[config.mk]
export PLATFORM = sky130hd
export DESIGN_NAME = fetch_sequencer
export DESIGN_NICKNAME = d
export VERILOG_FILES = /design/src/rtl/fetch_sequencer.sv
export SDC_FILE = /design/constraint.sdc
export NUM_CORES = 1
export LEC_CHECK = 0
export ABC_AREA = 0
export BUFFER_PORTS_ARGS = -buffer_cell sky130_fd_sc_hd__buf_2
export CORE_MARGIN = 1.5
export CORE_UTILIZATION = 30
export CTS_CLUSTER_SIZE = 40
export DETAILED_ROUTE_END_ITERATION = 8
export GPL_ROUTABILITY_DRIVEN = 1
export PLACE_DENSITY = 0.57
export SLEW_MARGIN = 5
export SYNTH_ARGS = -nofsm -noshare
export SYNTH_HDL_FRONTEND = slang
export SYNTH_SLANG_ARGS = --single-unit
[constraint.sdc]
create_clock -name clock -period 2.94 [get_ports clock]
set_input_delay 0.294 -clock clock [delete_from_list [all_inputs] [get_ports clock]]
set_output_delay 0.294 -clock clock [all_outputs]
set_load 0.01 [all_outputs]
[src/rtl/fetch_sequencer.sv]
// fetch_sequencer
//
// Instruction fetch stage sitting behind the BIOS ROM and the main
// instruction memory. Owns the program counter, fetches from the BIOS ROM
// while booting, switches to instruction memory when the Start System
// opcode is fetched, and presents one registered instruction per cycle to
// decode. Handles redirects from execute, stalls from decode and halt.
//
// Ports:
//   clock              rising-edge clock
//   reset              asynchronous, active-low reset
//   stall              decode back-pressure; hold PC and instruction outputs
//   jump_valid         redirect request from execute
//   jump_target        redirect address in the current memory space
//   resume             leave HALT and continue at the held PC
//   bios_address       BIOS ROM address (combinational from PC)
//   bios_data          BIOS ROM word
//   imem_address       instruction memory address (combinational from PC)
//   imem_data          instruction memory word
//   instruction        registered instruction to decode
//   instruction_pc     address of instruction
//   instruction_valid  instruction is live
//   boot_mode          1 while the BIOS is the active memory space
//   halted             1 in HALT
//   bios_error         sticky; BIOS PC went out of range
//
// Configuration macro: BOOT_BYPASS_EN
//   When defined the sequencer comes out of reset in RUN, never addresses
//   the BIOS and bios_error is tied low.

module fetch_sequencer #(
  parameter int ADDR_W     = 10,
  parameter int DATA_W     = 32,
  parameter int BIOS_DEPTH = 37
) (
  input  logic              clock,
  input  logic              reset,
  input  logic              stall,
  input  logic              jump_valid,
  input  logic [ADDR_W-1:0] jump_target,
  input  logic              resume,
  output logic [ADDR_W-1:0] bios_address,
  input  logic [DATA_W-1:0] bios_data,
  output logic [ADDR_W-1:0] imem_address,
  input  logic [DATA_W-1:0] imem_data,
  output logic [DATA_W-1:0] instruction,
  output logic [ADDR_W-1:0] instruction_pc,
  output logic              instruction_valid,
  output logic              boot_mode,
  output logic              halted,
  output logic              bios_error
);

  typedef enum logic [1:0] {BOOT, RUN, HALT} state_t;

  localparam logic [5:0] OP_START_SYSTEM = 6'b100111;
  localparam logic [5:0] OP_HLT          = 6'b011100;
  localparam logic [ADDR_W-1:0] BIOS_LIMIT = ADDR_W'(BIOS_DEPTH);

`ifdef BOOT_BYPASS_EN
  localparam state_t RESET_STATE = RUN;
  localparam logic   RESET_SPACE = 1'b0;
`else
  localparam state_t RESET_STATE = BOOT;
  localparam logic   RESET_SPACE = 1'b1;
`endif

  state_t            state, state_n;
  logic [ADDR_W-1:0] pc, pc_n;
  logic [DATA_W-1:0] instr_q, instr_n;
  logic [ADDR_W-1:0] ipc_q, ipc_n;
  logic              valid_q, valid_n;
  // bios_space remembers which memory is active, so a HALT knows where
  // to return to on resume.
  logic              bios_space, bios_space_n;
  logic              err_q, err_n;

  logic [DATA_W-1:0] fetched;
  logic [5:0]        opcode;
  logic              out_of_range;

  assign fetched = bios_space ? bios_data : imem_data;
  assign opcode  = fetched[31:26];

`ifdef BOOT_BYPASS_EN
  assign out_of_range = 1'b0;
  assign bios_address = '0;
  assign bios_error   = 1'b0;
`else
  assign out_of_range = bios_space && (pc >= BIOS_LIMIT);
  assign bios_address = bios_space ? pc : '0;
  assign bios_error   = err_q;
`endif

  assign imem_address      = bios_space ? '0 : pc;
  assign instruction       = instr_q;
  assign instruction_pc    = ipc_q;
  assign instruction_valid = valid_q;
  assign boot_mode         = bios_space;
  assign halted            = (state == HALT);

  always_ff @(posedge clock or negedge reset) begin
    if (!reset) begin
      state      <= RESET_STATE;
      pc         <= '0;
      instr_q    <= '0;
      ipc_q      <= '0;
      valid_q    <= 1'b0;
      bios_space <= RESET_SPACE;
      err_q      <= 1'b0;
    end else begin
      state      <= state_n;
      pc         <= pc_n;
      instr_q    <= instr_n;
      ipc_q      <= ipc_n;
      valid_q    <= valid_n;
      bios_space <= bios_space_n;
      err_q      <= err_n;
    end
  end

  // Priority in BOOT/RUN: redirect, then stall, then BIOS range error,
  // then the Start System handoff, then a normal issue (which may be Hlt).
  always_comb begin
    state_n      = state;
    pc_n         = pc;
    instr_n      = instr_q;
    ipc_n        = ipc_q;
    valid_n      = valid_q;
    bios_space_n = bios_space;
    err_n        = err_q;

    case (state)
      HALT: begin
        valid_n = 1'b0;
        // A HALT caused by a BIOS range error is only left through reset.
        if (resume && !err_q) begin
          state_n = bios_space ? BOOT : RUN;
        end
      end
      default: begin
        if (jump_valid) begin
          pc_n    = jump_target;
          valid_n = 1'b0;
        end else if (stall) begin
          valid_n = valid_q;
        end else if (state == BOOT && out_of_range) begin
          valid_n = 1'b0;
          err_n   = 1'b1;
          state_n = HALT;
        end else if (state == BOOT && opcode == OP_START_SYSTEM) begin
          valid_n      = 1'b0;
          state_n      = RUN;
          bios_space_n = 1'b0;
          pc_n         = '0;
        end else begin
          instr_n = fetched;
          ipc_n   = pc;
          valid_n = 1'b1;
          pc_n    = pc + 1'b1;
          if (opcode == OP_HLT) begin
            state_n = HALT;
          end
        end
      end
    endcase
  end

endmodule

==> results_dict.tcl <==
set metrics [dict create \
    p_sw_share_pct 34.6 \
    regArea_mm2 0.00143 \
    avgSynthCellArea_um2 11.4 \
    path_delay_family "simple AND/OR/NAND/NOR gates" \
    rsz0062_at_grt "false" \
    ys_top_cells_by_area "dfrtp_1, mux2_2, a22o_1" \
    synth_seq_cells 57 \
    vias 2688 \
    synth_nets 361 \
    yosys.area.top_type_share_pct 44.0 \
    r2r-start "pc[8]$_DFFE_PN0P_" \
    finalPower_mw 2.65 \
    yosys.cell_types.count 45 \
    vias_per_cell 4.78 \
    die_w_um 106 \
    synth_area_mm2 0.00319 \
    gp_congestion 0.786 \
    dpl.hpwl_mm 5.87 \
    status "finished clean" \
    synth_top_family_by_area "multiplexers" \
    multi_input_area_mm2 0.00161 \
    pin_count 145 \
    path_cells "or4_1 > o211a_1 > nor4b_4 > buf_4 > mux2_2" \
    coreArea_mm2 0.0103 \
    fillers 1021 \
    dpl_cell_area_mm2 0.00401 \
    tightestPinTransition_ns 0.570 \
    dieArea_mm2 0.0113 \
    die_y_um 106 \
    cts_tree "built" \
    drt_iter0_drc 77 \
    synthCells 279 \
    dpl.cell_count 545 \
    power_frac_comb_pct 31.4 \
    crit_start "pc[8]$_DFFE_PN0P_" \
    h-tree-depth 3 \
    post_cts_resized 0 \
    ys_top_cells_by_count "mux2_2, dfrtp_1, nand2_1" \
    crit_slowest_cell "or4_1" \
    irDropWorstVdd_uv 227 \
    yosysMostFrequentCell "mux2_2" \
    worstPathRequired_ns 3.15 \
    p_int_mw 1.73 \
    clock_sinks 57 \
    io_buffers 144 \
    grt_pass1_vias 2671 \
    ys_seq_area_share_pct 44.8 \
    clockBufferDepth 2 \
    cts_root_buffer "clkbuf_8" \
    layout.cells.non_filler 562 \
    synthAdderAreaFrac_pct 1.18 \
    fin_crit_sh_pct 83.8 \
    grt_usage_pct 14.8 \
    fin_tns_setup_ns 0 \
    dpl_worst_slack_ns 0.472 \
    fin_ws_ns 0.478 \
    path_max_fanout 21 \
    end_kind "register" \
    synthSimpleGateAreaFrac_pct 12.6 \
    area_growth_pct 31.6 \
    antennaDiodeCount 0 \
    rows 37 \
    post_cts_buffers 0 \
    yosysTopAreaCell "dfrtp_1" \
    cp-start-kind "register" \
    finalHoldViolCount 0 \
    layout_min_cycle_time_ns 2.46 \
    final_cell_area_mm2 0.00419 \
    wirelength_mm 7.97 \
    cap_violations 0 \
    power_density_mw_per_mm2 631 \
    critPathArrivalTime_ns 2.68 \
    ys.flop_type "dfrtp_1" \
    clkLatencyLatePin_ns 0.34 \
    overflow 0 \
    yosys_warnings 0 \
    clk_pin_slew_ns 0.06 \
    nets 503 \
    switchingPower_uw 916 \
    clkPwrFrac_pct 24.0 \
    grt_max_degree 33 \
    drive_gt1_share_pct 55.2 \
    synth_compound_area_share_pct 11.1 \
    total_leakage_power_nw 2.02 \
    synth_xor_xnor_area_share_pct 0 \
    async_flop_share_pct 100 \
    firstDrtPassIters 4 \
    synth-edff-count 0 \
    slew_headroom_pct 62.0 \
    antenna_found_initial 0 \
    cts_buffers 9 \
    slew_violations 0 \
    fin_skew_ns 0.0110 \
    worstHoldStart "jump_target[1]" \
    synth_mux_area_share_pct 25.7 \
    fmax_ghz 0.406 \
    drc 0 \
    max_stage_delay_ns 0.62 \
    wl_per_cell_um 14.2 \
    start_util_pct 30.9 \
    finalSetupViolCount 0 \
    grt_pass1_wl_mm 13.1 \
    p_seq_share_pct 44.6 \
    critPathKind "reg -> reg" \
    hold_path.class "in -> reg" \
    cp_num_buf_inv 1 \
    antenna_left 0 \
]
==> layout by cell type, fill, tap and decap left out, types with 2 or more instances in the layout <==
master      Yosys  layout
clkbuf_8        0       9
a21oi_1         2       2
o21a_1          2       2
buf_4           0       7
o21ai_0         3       3
nand2b_1        2       2
mux2_2         66      66
nor4_1          3       3
mux2i_1         2       2
nor3_1          2       2
clkinvlp_4      0       2
dfrtp_1        56      56
o31ai_1         8       8
mux2_1          5       5
clkinv_2        0       3
and2_1         10      10
o41ai_1         8       8
a22o_1          8       8
buf_2           2     144
and3_1          6       6
nand3b_1        3       3
nor2_1          9       9
o211ai_1        2       2
nor2b_1         9       9
ha_1            3       3
clkinv_4        0       2
nand3_1         7       7
inv_1           8       8
nand2_1        16      16
==> power by group through the flow <==
| stage | Combinational, mW | Clock [mW] | Sequential, mW |
|---|---|---|---|
| after floorplan | 0.451 | 0 | 1.21 |
| after global placement | 0.834 | 0 | 1.19 |
| after detailed placement | 0.844 | 0 | 1.20 |
| after CTS | 0.846 | 0.668 | 1.18 |
| after global routing | 0.918 | 0.715 | 1.22 |
| final | 0.832 | 0.636 | 1.18 |
==> registers in the layout, indices dropped and copies added, names as in the netlist <==
name	count
bios_error	1
boot_mode	1
instruction	32
instruction_pc	10
instruction_valid	1
pc	10
state	2
==> routing by layer <==
| layer | vias up | GRT usage, % | part of all wire [%] |
|---|---|---|---|
| met5 | - | 0 | 0 |
| met4 | 0 | 5.21 | 1.7 |
| met3 | 11 | 6.44 | 8.8 |
| met2 | 97 | 23.8 | 47 |
| met1 | 1274 | 17.5 | 43 |
| li1 | 1306 | - | - |
==> per-stage QoR <==
stage               hold slack (ns)  util [%]
finish                        0.243      40.6
global placement              0.327      38.9
detailed placement            0.326      38.9
floorplan                  -0.00159         -
global route                  0.236      40.6
CTS                           0.227      40.6
==> worst paths after layout <==
path	slack, ns	depth (start not counted)	end
max	0.48	5	instruction_pc[7]$_DFFE_PN0P_
min	0.24	3	pc[1]$_DFFE_PN0P_
max reg2reg	0.48	5	instruction_pc[7]$_DFFE_PN0P_
min reg2reg	0.48	1	instruction[23]$_DFFE_PN0P_
max in group asynchronous	1.58	3	boot_mode$_DFFE_PN1P_
min in group asynchronous	0.48	2	instruction[9]$_DFFE_PN0P_
==> logic make-up (layout without fill, tap and decap cells) <==
| family | Yosys count | in the layout |
|---|---|---|
| buffers and inverters | 29 | 176 |
| AND/OR/NAND/NOR | 72 | 72 |
| AO/OA/AOI/OAI | 45 | 45 |
| flip-flops | 57 | 57 |
| multiplexers | 73 | 73 |
| adder cells (fa/ha/maj) | 3 | 3 |
==> cell type report <==
cell class	instances	share of cell area, %
multi-input cells	193	38.4
flip-flops and latches	57	34.0
repair buffers	152	18.7
well taps	136	4.06
clock buffers	9	2.95
clock inverters	7	1.13
inverters	8	0.716
==> worst reg2reg max path: stages (launching register included) <==
cell     delay [ns]
dfrtp_1        0.45
or4_1          0.62
o211a_1        0.29
nor4b_4        0.28
buf_4          0.33
mux2_2         0.38
==> repair_timing <==
item	4_1_cts	5_1_grt
endpoints found under the hold margin	25	0
hold buffers	1	0
endpoints found under the setup margin	0	0
No activity file was read; power rests on OpenSTA's default activity.
